**config.mk**
```make
export PLATFORM = sky130hd
export DESIGN_NAME = div_sequencer
export DESIGN_NICKNAME = d
export VERILOG_FILES = /design/src/rtl/div_sequencer.sv
export SDC_FILE = /design/constraint.sdc
export NUM_CORES = 1
export LEC_CHECK = 0
export BUFFER_PORTS_ARGS = -buffer_cell sky130_fd_sc_hd__buf_4
export CAP_MARGIN = 20
export CORE_ASPECT_RATIO = 1.75
export CORE_MARGIN = 5
export CORE_UTILIZATION = 56
export CTS_CLUSTER_SIZE = 24
export DETAILED_ROUTE_END_ITERATION = 8
export HOLD_SLACK_MARGIN = 0.15
export PLACE_DENSITY = 0.79
export SLEW_MARGIN = 0
export SYNTH_ARGS = -nofsm -noshare
export SYNTH_HDL_FRONTEND = slang
export SYNTH_SLANG_ARGS = --single-unit
export TNS_END_PERCENT = 1
```
**constraint.sdc**
```tcl
create_clock -name clk -period 4.7 [get_ports clk]
set_input_delay 0.235 -clock clk [delete_from_list [all_inputs] [get_ports clk]]
set_output_delay 0.235 -clock clk [all_outputs]
set_load 0.01 [all_outputs]
```
**src/rtl/div_sequencer.sv**
```systemverilog
// Multi-cycle radix-2 restoring divide/remainder sequencer for the EX stage, with RISC-V sign and special-case fix-ups.
// Optional macro DIV_FAST_PATH_EN: divide-by-zero and signed overflow finish in one cycle instead of XLEN+1.
module div_sequencer #(
    parameter int XLEN = 32
) (
    input  logic            clk,
    input  logic            rst,
    input  logic            start,
    input  logic [1:0]      op,
    input  logic [XLEN-1:0] rs1_data,
    input  logic [XLEN-1:0] rs2_data,
    input  logic            flush,
    output logic            stall_div,
    output logic            busy,
    output logic            done,
    output logic [XLEN-1:0] result
);

    localparam int CW = (XLEN > 1) ? $clog2(XLEN) : 1;
    localparam logic [XLEN-1:0] MIN_NEG = {1'b1, {(XLEN-1){1'b0}}};

    typedef enum logic [1:0] {IDLE, BUSY, DONE} state_t;
    state_t state, state_nxt;

    logic [CW-1:0]   count;
    logic [XLEN-1:0] quo_q, rem_q, dvs_q, dvd_q;
    logic            is_rem_q, q_neg_q, r_neg_q, div0_q, ovf_q;

    // Operand decode, only meaningful while IDLE
    logic            sgn_in, a_neg, b_neg, div0_in, ovf_in, fast_in, launch;
    logic [XLEN-1:0] a_mag, b_mag;

    assign sgn_in  = ~op[0];
    assign a_neg   = sgn_in & rs1_data[XLEN-1];
    assign b_neg   = sgn_in & rs2_data[XLEN-1];
    assign a_mag   = a_neg ? -rs1_data : rs1_data;
    assign b_mag   = b_neg ? -rs2_data : rs2_data;
    assign div0_in = (rs2_data == '0);
    assign ovf_in  = sgn_in & (rs1_data == MIN_NEG) & (rs2_data == '1);
    assign launch  = (state == IDLE) & start & ~flush;
`ifdef DIV_FAST_PATH_EN
    assign fast_in = div0_in | ovf_in;
`else
    assign fast_in = 1'b0;
`endif

    // One restoring step: shift {rem,quo} left, trial-subtract divisor
    logic [XLEN:0]   shifted;
    logic [XLEN+1:0] trial;
    logic [XLEN-1:0] quo_nxt, rem_nxt;

    assign shifted = {rem_q, quo_q[XLEN-1]};
    assign trial   = {1'b0, shifted} - {2'b00, dvs_q};

    always_comb begin
        rem_nxt = shifted[XLEN-1:0];
        quo_nxt = {quo_q[XLEN-2:0], 1'b0};
        if (!trial[XLEN+1]) begin
            rem_nxt = trial[XLEN-1:0];
            quo_nxt = {quo_q[XLEN-2:0], 1'b1};
        end
    end

    function automatic logic [XLEN-1:0] fixup(
        input logic            is_rem, div0, ovf, q_neg, r_neg,
        input logic [XLEN-1:0] quo, rem, dvd
    );
        if (div0)   return is_rem ? dvd : '1;
        if (ovf)    return is_rem ? '0 : MIN_NEG;
        if (is_rem) return r_neg ? -rem : rem;
        return q_neg ? -quo : quo;
    endfunction

    always_ff @(posedge clk or posedge rst) begin
        if (rst) begin
            state <= IDLE;
            busy  <= 1'b0;
            done  <= 1'b0;
        end else begin
            state <= state_nxt;
            busy  <= (state_nxt == BUSY);
            done  <= (state_nxt == DONE);
        end
    end

    always_comb begin
        state_nxt = state;
        case (state)
            IDLE:    if (start && !flush) state_nxt = fast_in ? DONE : BUSY;
            BUSY:    if (flush) state_nxt = IDLE;
                     else if (count == '0) state_nxt = DONE;
            DONE:    state_nxt = IDLE;
            default: state_nxt = IDLE;
        endcase
    end

    // Reset also drops the stall so the pipeline is released immediately
    always_comb begin
        stall_div = ~rst & ~flush & (((state == IDLE) & start) | (state == BUSY));
    end

    always_ff @(posedge clk or posedge rst) begin
        if (rst) begin
            count    <= '0;
            quo_q    <= '0;
            rem_q    <= '0;
            dvs_q    <= '0;
            dvd_q    <= '0;
            is_rem_q <= 1'b0;
            q_neg_q  <= 1'b0;
            r_neg_q  <= 1'b0;
            div0_q   <= 1'b0;
            ovf_q    <= 1'b0;
            result   <= '0;
        end else begin
            if (launch) begin
                count    <= CW'(XLEN - 1);
                quo_q    <= a_mag;
                rem_q    <= '0;
                dvs_q    <= b_mag;
                dvd_q    <= rs1_data;
                is_rem_q <= op[1];
                q_neg_q  <= a_neg ^ b_neg;
                r_neg_q  <= a_neg;
                div0_q   <= div0_in;
                ovf_q    <= ovf_in;
                if (fast_in)
                    result <= fixup(op[1], div0_in, ovf_in, 1'b0, 1'b0, '0, '0, rs1_data);
            end else if (state == BUSY && !flush) begin
                quo_q <= quo_nxt;
                rem_q <= rem_nxt;
                if (count == '0)
                    result <= fixup(is_rem_q, div0_q, ovf_q, q_neg_q, r_neg_q,
                                    quo_nxt, rem_nxt, dvd_q);
                else
                    count <= count - 1'b1;
            end
        end
    end

endmodule

```
; Yosys cells after proc, flatten, opt, wreduce, memory -nomap -nowiden
; Index checks and enable logic that the tools add are counted.
[op_classes]
n_eq_ne = 6
bitwise = 14
n_addsub = 6
reduce_logical = 9
muxes = 40
[op_table]
columns = operator, n
row1 = 32-bit two-way mux, 17
row2 = 32-bit negator, 4
row3 = 32-bit == test (second input constant), 2
row4 = 33-bit by 32-bit subtractor with 34-bit output, 1
row5 = 32-bit logical NOT, 1
row6 = 1-bit two-way mux, 16
row7 = 5-bit two-way mux, 3
row8 = 1-bit bitwise AND, 8
row9 = 2-bit two-way mux, 3
row10 = 5-bit logical NOT, 1
row11 = 5-bit by 1-bit subtractor with 5-bit output (second input constant), 1
row12 = 2-bit by 1-bit == test with 1-bit output (second input constant), 2
row13 = 1-bit inverter, 4
row14 = 2-bit case mux with 2 select lines, 1
row15 = 3-bit AND reduction, 1
row16 = 2-bit == test (second input constant), 1
row17 = 1-bit logical AND, 2
row18 = 2-bit logical NOT, 1
row19 = 2-bit inequality test (second input constant), 1
row20 = 2-bit AND reduction, 1
row21 = 2-bit nonzero test, 1
row22 = 1-bit logical NOT, 1
row23 = 1-bit bitwise OR, 1
row24 = 1-bit XOR, 1
[word_totals]
input_bits = 70
reg_bits = 174
out_inout_bits = 35
word_cells = 89

; Longest topological paths before layout
; Gate-level depths: netlist of the first run.
[logic_depth]
ltp_word = 16
ltp_mapped = 26
depth_no_buf = 21

; Worst setup path after synthesis of the first run
; OpenSTA, ideal clock, no wires.
[synth_timing]
path_type = flip-flop to flip-flop
from = register rem_q[20]
to = register result[22]
required_time_ns = 4.569
arrival_ns = 4.845
stages_incl_launch_ff = 25
path_slack_ns = -0.276
setup_ns = 0.131
path_buffers = 5
synth_period_minus_slack_ns = 4.976
cell_sequence = dfrtp_1 ha_1 buf_2 nand4_1 nor3_1 nand2_1 a31oi_1 or2_1 buf_2 buf_4 buf_2 buf_1 a21oi_1 inv_1 ha_1 nand3_1 or3_1 or3_1 nor3_1 a41oi_1 o21bai_4 o31ai_1 xor2_1 a221oi_1 o21ai_1
[synth_via]
elab_chain_cells = 8
word_cells_on_any_way = 11
cone_classes = 3 x add/sub / 8 x mux
[synth_lines]
columns = element, line
row1 = from (decl), 26  ; logic [XLEN-1:0] quo_q, rem_q, dvs_q, dvd_q;
row2 = from (signal assigned), 131  ; rem_q <= rem_nxt;
row3 = 33-bit by 32-bit subtractor with 34-bit output, 53  ; assign trial = {1'b0, shifted} - {2'b00, dvs_q};
row4 = 32-bit two-way mux, 58  ; if (!trial[XLEN+1]) begin
row5 = 32-bit negator, 70  ; if (is_rem) return r_neg ? -rem : rem;
row6 = 32-bit two-way mux (2 in series), 70
row7 = 32-bit two-way mux *, 71  ; return q_neg ? -quo : quo;
row8 = 32-bit two-way mux *, 70
row9 = 32-bit two-way mux *, 69  ; if (ovf) return is_rem ? '0 : MIN_NEG;
row10 = to (signal assigned), 128  ; result <= fixup(op[1], div0_in, ovf_in, 1'b0, 1'b0, '0, '0, rs1_data);
row11 = to (signal assigned), 133  ; result <= fixup(is_rem_q, div0_q, ovf_q, q_neg_q, r_neg_q,
row12 = to (decl), 16  ; output logic [XLEN-1:0] result
; Mark *: on every way between the ends. The rest lies on a longest branch, timed or not.
; A chain may end at the register's enable or synchronous reset.

; Worst setup path after layout of the first run
[layout_timing]
from = register dvs_q[20]
to = register result[16]
[layout_via]
elab_chain_cells = 8
word_cells_on_any_way = 11
cone_classes = 3 x add/sub / 8 x mux
[layout_lines]
columns = element, line
row1 = from (decl), 26
row2 = from (signal assigned), 120  ; dvs_q <= b_mag;
row3 = 33-bit by 32-bit subtractor with 34-bit output *, 53
row4 = 32-bit two-way mux, 58
row5 = 32-bit negator, 70
row6 = 32-bit two-way mux (2 in series), 70
row7 = 32-bit two-way mux *, 71
row8 = 32-bit two-way mux *, 70
row9 = 32-bit two-way mux *, 69
; Marks and branches as above.

==> metrics.txt, run 1 <==
area delta synth->final 19.9%; buffers from clock root to sink, at most 2; P_leak 0.00679 uW; CTS tree yes; post-synthesis cell type count roughly 80; CP Data Required Time ~5.1 ns; Die X 125 um; Core Rows between 70 and 80; Hold Path Stages 3; worst-path maximum fanout 7; Worst setup SP type flip-flop; minimum clock period after layout around 4.6 ns; via count 13200; Avg Vias per Cell approximately 6.2; min-delay worst type in2reg; DRT antenna net count 0; antenna fix cells 0; Num CTS Buffers 17; Mapped Avg Cell Area around 7.8 sq um; Final Skew roughly 0.018 ns; initial antenna violation count 0; Crit Path Class reg2reg; TritonRoute pass-1 iters 5; endpoints failing hold 0; critical path cell sequence inv_1 > ha_2 > a21oi_1 > o211ai_1 > a21o_1 > a211o_1 > or2_4 > nor2_1 > a21oi_1 > inv_1 > ha_1 > nand3_1 > or3_1 > or3_1 > nor3_2 > a41oi_1 > o21bai_4 > buf_4 > o31ai_2 > xor2_1 > a21oi_1 > o21ai_1; crit-path max cell delay 0.38 ns; family with the most delay on the worst path compound AO/OA/AOI/OAI gates; Clock Latency Late Sink between 0.4 and 0.5 ns; Final setup violation count 0; Starting Density 0.570; Async S/R FF share, synth 1.00; most used flip-flop cell after synthesis dfrtp_1; IO Pins about 110; Final period util 0.969; Yosys warning count 0; initial drt markers roughly 1300; post-synth top area share 0.335; Mapped Cells about 1700; arrival time worst endpoint 4.95 ns; fin cells 2127; Worst R2R Setup Slack 0.15 ns; power density cells roughly 630 nW/um^2; input/output buffers roughly 100; vias in the first global route ~13000; Fin Hold WS roughly 0.17 ns; Post-synth EDFFs 0; largest net degree at the start of global routing around 170; grt ovf 0; post-DP HPWL approximately 32000 um; CTS root buffer clkbuf_16; CORE AREA 22800 sq um; most frequent CP cell a21oi_1; Yosys reg bits 174; cell with the most instances after synthesis nand2_1; Mapped Nets around 1800; fillers 1968; Mapped Area about 13000 sq um; Relative slew margins 0.287; final setup TNS 0 ns; DR WL/cell roughly 21 um; # DRC 0; final wirelength ~44000 um; setup ws final about 0.15 ns; Worst R2R End result[16]; fin nets just under 2000; Worst-Margin Slew 1.07 ns; Critical-path top delay cell dfrtp_1; Placement Setup Slack -0.0462 ns; R2R depth 22; Hold Path Origin rs2_data[11]; Crit Reg-Reg Startpoint dvs_q[20]; RSZ-0062 raised after global routing true; Max H-tree Level 4; Max Cap Viol 0; Setup crit end kind flip-flop; first-pass GRT wire length 69900 um; Buf/Inv on CP 3; placed insts 2041; Seq/Total Area, Yosys 0.335; hold endpoint dvs_q[11]; Total Routing Usage GR 0.332; Post-synth top cells nand2_1 (336), o21ai_0 (179), dfrtp_1 (174); Clock Sink Count 174; GP Congestion between 0.9 and 1; peak supply drop ~0.37 mV; status finished clean; die area around 27000 sq um; CTS clk-pin slew, worst paths about 0.08 ns; die height 212 um; area leader, netlist dfrtp_1; share of cells above drive strength 1 0.148; Slew Viols, Final 0; FMAX 220 MHz; Synth area leaders dfrtp_1 (33%), nand2_1 (9.7%), o21ai_0 (6.9%)
[flip-flops by register name (all words and copies together), names as in the netlist]
register,cells
dvd_q,32
dvs_q,32
quo_q,32
rem_q,32
result,32
count,5
state,2
busy,1
div0_q,1
done,1
is_rem_q,1
ovf_q,1
q_neg_q,1
r_neg_q,1
[metrics by stage]
step / utilization / power [uW] / instance area [sq um]
finish: 0.684 / 9890 / 15600
global route: 0.684 / 10500 / 15600
CTS: 0.675 / 9580 / 15400
detailed placement: 0.625 / 8030 / 14300
global placement: 0.625 / 7970 / 14300
floorplan: - / 6200 / 13000
[kinds of logic (layout without fill, tap and decap cells)]
logic type / after synthesis / count (layout) / synth area share
adder cells (fa/ha/maj): 39 / 39 / 0.0381
XOR/XNOR: 143 / 143 / 0.0962
flip-flops: 174 / 174 / 0.335
multiplexers: 28 / 28 / 0.0221
AO/OA/AOI/OAI: 490 / 490 / 0.238
buffers and inverters: 164 / 323 / 0.0523
AND/OR/NAND/NOR: 630 / 630 / 0.219
[worst register-to-register path, cell delays in order, from the launching register on]
cell,delay (ns)
dfrtp_1,0.38
inv_1,0.06
ha_2,0.30
a21oi_1,0.20
o211ai_1,0.13
a21o_1,0.24
a211o_1,0.31
or2_4,0.28
nor2_1,0.12
a21oi_1,0.05
inv_1,0.08
ha_1,0.18
nand3_1,0.09
or3_1,0.34
or3_1,0.33
nor3_2,0.14
a41oi_1,0.11
o21bai_4,0.30
buf_4,0.16
o31ai_2,0.25
xor2_1,0.18
a21oi_1,0.09
o21ai_1,0.16
[worst max-delay path by stage]
stage	slack (ns)	end	from	depth (start not counted)
3_5_place_dp	-0.05	result[22]	rem_q[25]	18
5_1_grt	-0.07	result[16]	dvs_q[16]	22
6_report	0.15	result[16]	dvs_q[20]	22
3_3_place_gp	0.16	result[22]	rem_q[25]	18
4_1_cts	0.0002	result[22]	rem_q[23]	18
2_1_floorplan	-0.20	result[22]	rem_q[21]	25
[cell type report]
class | count | area, sq um | area share
clock inverters | 11 | 133 | 0.00850
clock buffers | 21 | 440 | 0.0282
inverters | 66 | 251 | 0.0161
flip-flops and latches | 174 | 4350 | 0.279
multi-input cells | 1330 | 8190 | 0.525
repair buffers | 225 | 1860 | 0.119
well taps | 300 | 375 | 0.0240
[report_power, final]
group	internal, uW	leakage [uW]	switching [uW]
registers	1810	0.00221	365
logic	2450	0.00431	3820
clock network	789	0.000266	661
[placed cells by master (no fill, tap or decap), types with 46 or more instances in the layout]
master,n
nand2_1,331
a21oi_1,95
dfrtp_1,174
buf_4,169
a31oi_1,46
o21ai_0,179
xor2_1,74
inv_1,64
xnor2_1,69
nor2_1,106
dlygate4sd3_1,52
[timing repair]
| item | in CTS | in global routing |
|---|---|---|
| buffers inserted | 1 | 0 |
| resized for setup | 6 | 37 |
| pin swaps | 1 | 6 |
| endpoints found under the setup margin | 3 | 13 |
| hold buffers | 52 | 0 |
| hold endpoints to repair | 117 | 0 |
[per-layer routing]
layer  track usage  routed length (um)  up-vias
li1              -                   -     6185
met1         0.375               16200     6353
met2         0.578               22700      514
met3        0.0384                1990      144
met4         0.239                3500        0
met5             0                   0        -
(Power assumes the default switching activity.)
==> run 2: changes to the inputs <==
--- a/config.mk
+++ b/config.mk
@@ -14,6 +14,7 @@
 export DETAILED_ROUTE_END_ITERATION = 8
 export HOLD_SLACK_MARGIN = 0.15
 export PLACE_DENSITY = 0.79
+export RECOVER_POWER = 50
 export SLEW_MARGIN = 0
 export SYNTH_ARGS = -nofsm -noshare
 export SYNTH_HDL_FRONTEND = slang
==> run 2 against run 1 <==
  * The flow now finishes with violations (max-capacitance violations, max-slew violations)
  * Clock skew is essentially flat
  * Die area is the same
  * Global-route usage is the same
  * Clock power is essentially flat
==> metrics.txt, run 2 (same netlist as run 1, synthesis figures left out) <==
Setup crit end kind flip-flop (unchanged); crit-path max cell delay 0.38 ns (about the same); power density cells 641 nW/um^2 (was 633 nW/um^2); antenna fix cells 0 (unchanged); grt ovf 0 (unchanged); DR WL/cell 20.9 um (about the same); Clock Sink Count 174 (unchanged); Buf/Inv on CP 3 (unchanged); CORE AREA 22800 sq um (unchanged); via count 13200 (about the same); Hold Path Origin rs2_data[11] (unchanged); largest net degree at the start of global routing 167 (unchanged); initial drt markers 1223 (was 1276); buffers from clock root to sink, at most 2 (unchanged); first-pass GRT wire length 69900 um (unchanged); Worst-Margin Slew 3.13 ns (was 1.07 ns); Die X 125 um (unchanged); DRT antenna net count 0 (unchanged); fin nets 1923 (unchanged); peak supply drop 0.367 mV (was 0.368 mV); initial antenna violation count 0 (unchanged); P_leak 0.00662 uW (was 0.00679 uW); area delta synth->final 18.5% (was 19.9%); die height 212 um (unchanged); CTS clk-pin slew, worst paths 0.08 ns (about the same); die area 26500 sq um (unchanged); most frequent cells in the layout nand2_1 (331), o21ai_0 (179), dfrtp_1 (174), buf_4 (133), nor2_1 (106) (was nand2_1 (331), o21ai_0 (179), dfrtp_1 (174), buf_4 (169), nor2_1 (106)); Hold Path Stages 3 (unchanged); GP Congestion 0.976 (unchanged); arrival time worst endpoint 4.92 ns (was 4.95 ns); IO Pins 105 (unchanged); worst-path maximum fanout 7 (unchanged); Slew Viols, Final 370 (was 0); RSZ-0062 raised after global routing true (unchanged); min-delay worst type in2reg (unchanged); Critical-path top delay cell dfrtp_1 (unchanged); GRT met3 Usage 0.0384 (unchanged); share of cells above drive strength 1 0.128 (was 0.148); Final Skew 0.0182 ns (was 0.0177 ns); Worst setup SP type flip-flop (unchanged); critical path cell sequence inv_1 > ha_2 > a21oi_1 > o211ai_1 > a21o_1 > a211o_1 > or2_4 > nor2_1 > a21oi_1 > inv_1 > ha_1 > nand3_1 > or3_1 > or3_1 > nor3_2 > a41oi_1 > o21bai_4 > buf_4 > o31ai_2 > xor2_1 > a21oi_1 > o21ai_1 (unchanged); # DRC 0 (unchanged); input/output buffers 104 (unchanged); vias in the first global route 12900 (unchanged); Num CTS Buffers 17 (unchanged); endpoints failing hold 0 (unchanged); minimum clock period after layout 4.52 ns (was 4.55 ns); R2R depth 22 (unchanged); most common cell after layout, fill and taps aside nand2_1 (unchanged); Worst R2R Setup Slack 0.18 ns (was 0.15 ns); status finished, violations left (was finished clean); Crit Reg-Reg Startpoint dvs_q[20] (unchanged); Fin Hold WS 0.167 ns (about the same); Clock Latency Late Sink 0.47 ns (about the same); TritonRoute pass-1 iters 5 (unchanged); Starting Density 0.570 (unchanged); Relative slew margins -1.09 (was 0.287); GR peak layer met2 (unchanged); Max H-tree Level 4 (unchanged); post-DP HPWL 32400 um (unchanged); failing checks max-capacitance violations, max-slew violations; Final setup violation count 0 (unchanged); met2 usage 0.578 (unchanged); Avg Vias per Cell 6.22 (was 6.20); CP Data Required Time 5.10 ns (about the same); setup ws final 0.182 ns (was 0.146 ns); final wirelength 44400 um (about the same); Total Routing Usage GR 0.332 (unchanged); hold endpoint dvs_q[11] (unchanged); GR Util met1 0.375 (unchanged); family with the most delay on the worst path compound AO/OA/AOI/OAI gates (unchanged); Core Rows 73 (unchanged); CTS tree yes (unchanged); most frequent CP cell a21oi_1 (unchanged); Worst R2R End result[16] (unchanged); FMAX 221 MHz (was 220 MHz); Final period util 0.961 (was 0.969); Placement Setup Slack -0.0462 ns (unchanged); Max Cap Viol 4 (was 0); Crit Path Class reg2reg (unchanged); CTS root buffer clkbuf_16 (unchanged)
-- run 2: changes by cell type in the layout (fill, tap and decap cells not counted) --
cell,change
buf_2,+1
clkinvlp_2,+1
buf_4,-36
clkinvlp_4,-1
buf_12,-3
clkbuf_1,+37
clkbuf_2,+1
-- run 2: per-layer routing --
layer  share of wire  vias up  wire length [um]
li1                -     6186                 -
met1            0.37     6343             16300
met2            0.51      550             22600
met3           0.046      143              2030
met4           0.078        0              3470
met5               0        -                 0
-- run 2: cell type report --
class / instances / area (sq um)
Tap cell: 300 / 375
Inverter: 66 / 249
Timing Repair Buffer: 225 / 1680
Clock inverter: 11 / 133
Multi-Input combinational cell: 1330 / 8190
Clock buffer: 21 / 440
Fill cell: 2020 / 7410
Sequential cell: 174 / 4350
-- run 2: report_power, final --
| group | internal, uW | total, uW | switching [uW] |
|---|---|---|---|
| Sequential | 1810 | 2180 | 366 |
| Combinational | 2440 | 6250 | 3810 |
| Clock | 789 | 1450 | 662 |
| Total | 5040 | 9880 | 4840 |
-- run 2: worst register-to-register path: stages (launching register included) --
cell      delay (ns)
dfrtp_1         0.38
inv_1           0.06
ha_2            0.30
a21oi_1         0.19
o211ai_1        0.13
a21o_1          0.25
a211o_1         0.32
or2_4           0.29
nor2_1          0.10
a21oi_1         0.05
inv_1           0.08
ha_1            0.18
nand3_1         0.09
or3_1           0.34
or3_1           0.33
nor3_2          0.14
a41oi_1         0.10
o21bai_4        0.30
buf_4           0.16
o31ai_2         0.25
xor2_1          0.18
a21oi_1         0.09
o21ai_1         0.15
-- run 2: repair_timing --
action                                 4_1_cts  5_1_grt
hold buffers                                52        0
buffers inserted                             1        0
gates resized for setup                      6       37
endpoints found under the hold margin      117        0
gates cloned                                 0        0
pin swaps                                    1        6
setup endpoints to repair                    3       13
-- run 2: worst max-delay path by stage --
stage | startpoint | endpoint | depth (start not counted)
floorplan | rem_q[21] | result[22] | 25
global placement | rem_q[25] | result[22] | 18
detailed placement | rem_q[25] | result[22] | 18
CTS | rem_q[23] | result[22] | 18
global route | dvs_q[16] | result[16] | 22
finish | dvs_q[20] | result[16] | 22
-- run 2: stage by stage --
stage | cells | util | total power, uW | area, sq um | TNS [ns]
2_1_floorplan | 1668 | - | 6200 | 13000 | -1.12
3_3_place_gp | 2041 | 0.625 | 7970 | 14300 | 0
3_5_place_dp | 2041 | 0.625 | 8030 | 14300 | -0.0462
6_report | 2127 | 0.676 | 9880 | 15400 | 0
4_1_cts | 2126 | 0.675 | 9580 | 15400 | 0
5_1_grt | 2127 | 0.676 | 10500 | 15400 | -0.153
==> run 3: changes to the inputs <==
--- a/config.mk
+++ b/config.mk
@@ -15,6 +15,7 @@
 export HOLD_SLACK_MARGIN = 0.15
 export PLACE_DENSITY = 0.79
 export RECOVER_POWER = 50
+export REMOVE_ABC_BUFFERS = 1
 export SLEW_MARGIN = 0
 export SYNTH_ARGS = -nofsm -noshare
 export SYNTH_HDL_FRONTEND = slang
==> run 3 against run 2 <==
  * The run still ends with max-capacitance violations, max-slew violations left
  * Register-to-register slack worse by 0.04 ns
  * Die area unchanged
  * Core utilization decreased by 0.35 points
  * Power down 3.7%
  * Non-clock buffer count is 2 lower
  * Largest power group unchanged
  * Worst setup slack worse by 0.037 ns
  * Clock power hardly changed
  * Global-route usage shrank 2.1 points
  * Critical path depth down 6
  * Clock skew shrank 0.0056 ns
  * Routed wire length decreased by 6.9%
==> metrics.txt, run 3 (same netlist as run 1, synthesis figures left out) <==
Sequential Area 4360 sq um (was 4350 sq um); FMAX 220 MHz (was 221 MHz); Hold Path Stages 3 (unchanged); Crit Path Class reg2reg (unchanged); Seq pwr share 0.230 (was 0.220); initial antenna violation count 0 (unchanged); Max Cap Viol 3 (was 4); Clock Sink Count 174 (unchanged); Die X 125 um (unchanged); P_leak 0.00661 uW (was 0.00662 uW); die height 212 um (unchanged); RSZ-0062 raised after global routing false (was true); cell internal pwr 4940 uW (was 5040 uW); DR WL/cell 19.4 um (was 20.9 um); Slew Viols, Final 295 (was 370); area occupied by multi-input gates 8100 sq um (was 8190 sq um); # DRC 0 (unchanged); peak supply drop 0.487 mV (was 0.367 mV); initial drt markers 915 (was 1223); NetSw 4570 uW (was 4840 uW); most frequent cells in the layout nand2_1 (336), o21ai_0 (176), dfrtp_1 (173), buf_4 (123), nor2_1 (107) (was nand2_1 (331), o21ai_0 (179), dfrtp_1 (174), buf_4 (133), nor2_1 (106)); share of total power in combinational logic 0.621 (was 0.633); Avg Vias per Cell 6.13 (was 6.22); Fin Hold WS 0.165 ns (was 0.167 ns); CTS root buffer clkbuf_16 (unchanged); first-pass GRT wire length 66700 um (was 69900 um); Clock power frac 0.149 (was 0.147); Worst setup SP type flip-flop (unchanged); fin nets 1921 (was 1923); DRT antenna net count 0 (unchanged); largest net degree at the start of global routing 167 (unchanged); area delta synth->final 17.9% (was 18.5%); Setup crit end kind flip-flop (unchanged); endpoints failing hold 0 (unchanged); Total Routing Usage GR 0.311 (was 0.332); # Post-CTS Setup Buffers 0 (was 1); CTS tree yes (unchanged); grt ovf 0 (unchanged); Max H-tree Level 4 (unchanged); input/output buffers 104 (unchanged); Final setup violation count 0 (unchanged); Final Util 0.672 (was 0.676); power density cells 620 nW/um^2 (was 641 nW/um^2); die area 26500 sq um (unchanged); share of cells above drive strength 1 0.118 (was 0.128); Final period util 0.969 (was 0.961); vias in the first global route 13000 (was 12900); failing checks max-capacitance violations, max-slew violations (unchanged); CORE AREA 22800 sq um (unchanged); via count 13000 (was 13200); final wirelength 41300 um (was 44400 um); Worst-Margin Slew 3.03 ns (was 3.13 ns); IO Pins 105 (unchanged); status finished, violations left (unchanged); TritonRoute pass-1 iters 5 (unchanged); GP Congestion 0.917 (was 0.976); arrival time worst endpoint 4.89 ns (was 4.92 ns); Num CTS Buffers 17 (unchanged); buffers from clock root to sink, at most 2 (unchanged); antenna fix cells 0 (unchanged); Starting Density 0.570 (unchanged); Net Sw Frac 0.481 (was 0.490); Relative slew margins -1.02 (was -1.09); R2R depth 16 (was 22); worst-path maximum fanout 4 (was 7); most common cell after layout, fill and taps aside nand2_1 (unchanged); Clock Latency Late Sink 0.46 ns (was 0.47 ns); Core Rows 73 (unchanged); minimum clock period after layout 4.55 ns (was 4.52 ns); fillers 2022 (was 2020); post-DP HPWL 29600 um (was 32400 um); min-delay worst type in2reg (unchanged); CTS clk-pin slew, worst paths 0.07 ns (was 0.08 ns); Final Skew 0.0126 ns (was 0.0182 ns); CP Data Required Time 5.03 ns (was 5.10 ns)
==> run 3: changes by cell type in the layout (fill, tap and decap cells not counted), sizes merged, moves of 2 or more <==
cell | previous run | this run
buf | 135 | 123
dlygate4sd3 | 52 | 62
clkinv | 2 | 5
clkbuf | 59 | 61
clkinvlp | 5 | 3
inv | 68 | 66
==> run 3: final timing paths <==
| check | startpoint | to | slack, ns |
|---|---|---|---|
| max | quo_q[31] | result[31] | 0.15 |
| min | rs2_data[27] | dvs_q[27] | 0.16 |
| max reg2reg | quo_q[31] | result[31] | 0.15 |
| min reg2reg | dvd_q[30] | dvd_q[30] | 0.47 |
| max in group asynchronous | rst | dvd_q[22] | 1.49 |
| min in group asynchronous | rst | rem_q[2] | 0.53 |
==> run 3: critical path, stage by stage (launching register included) <==
cell and delay (ns):
dfrtp_1 0.41, inv_1 0.20, ha_1 0.24, inv_1 0.06, fa_1 0.43, a21o_2 0.24, a221oi_2 0.35, a211oi_1 0.18
or2_1 0.30, o41ai_1 0.47, buf_4 0.20, o21ai_0 0.14, o21a_1 0.29, and4b_1 0.35, a41oi_1 0.16, xor2_1 0.28
o32ai_1 0.11
==> run 3: what timing repair did <==
action,in CTS,in global routing
hold buffers,62,0
endpoints found under the setup margin,0,12
resized for setup,0,28
hold endpoints to repair,168,0
==> run 3: final cells by class <==
type | instances | share of cell area
inverter | 66 | 0.0165
clock buffer | 23 | 0.0318
tap | 300 | 0.0245
sequential | 174 | 0.284
multi-input combinational | 1330 | 0.528
clock inverter | 9 | 0.00554
timing repair buffer | 223 | 0.110
==> run 3: layer usage <==
layer | track usage | part of all wire
met5 | 0 | 0
met3 | 0.0452 | 0.050
met4 | 0.177 | 0.057
met1 | 0.360 | 0.38
met2 | 0.549 | 0.51
==> run 3: stage by stage <==
stage,setup WS (ns),TNS [ns],instance area [sq um],total power (uW),cells
after floorplan,-0.828,-72.08,12600,6070,1570
after global placement,0.186,0,14200,7710,2031
after detailed placement,0.0938,0,14200,7760,2031
after CTS,0.0791,0,15400,9270,2125
after global routing,0.00871,0,15300,10200,2125
final,0.145,0,15300,9510,2125
==> run 3: power by group through the flow <==
stage / Sequential (uW) / Clock (uW) / Combinational [uW]
detailed placement: 2190 / 0 / 5570
global placement: 2170 / 0 / 5540
finish: 2190 / 1420 / 5900
floorplan: 2110 / 0 / 3960
CTS: 2170 / 1430 / 5680
global route: 2230 / 1490 / 6450
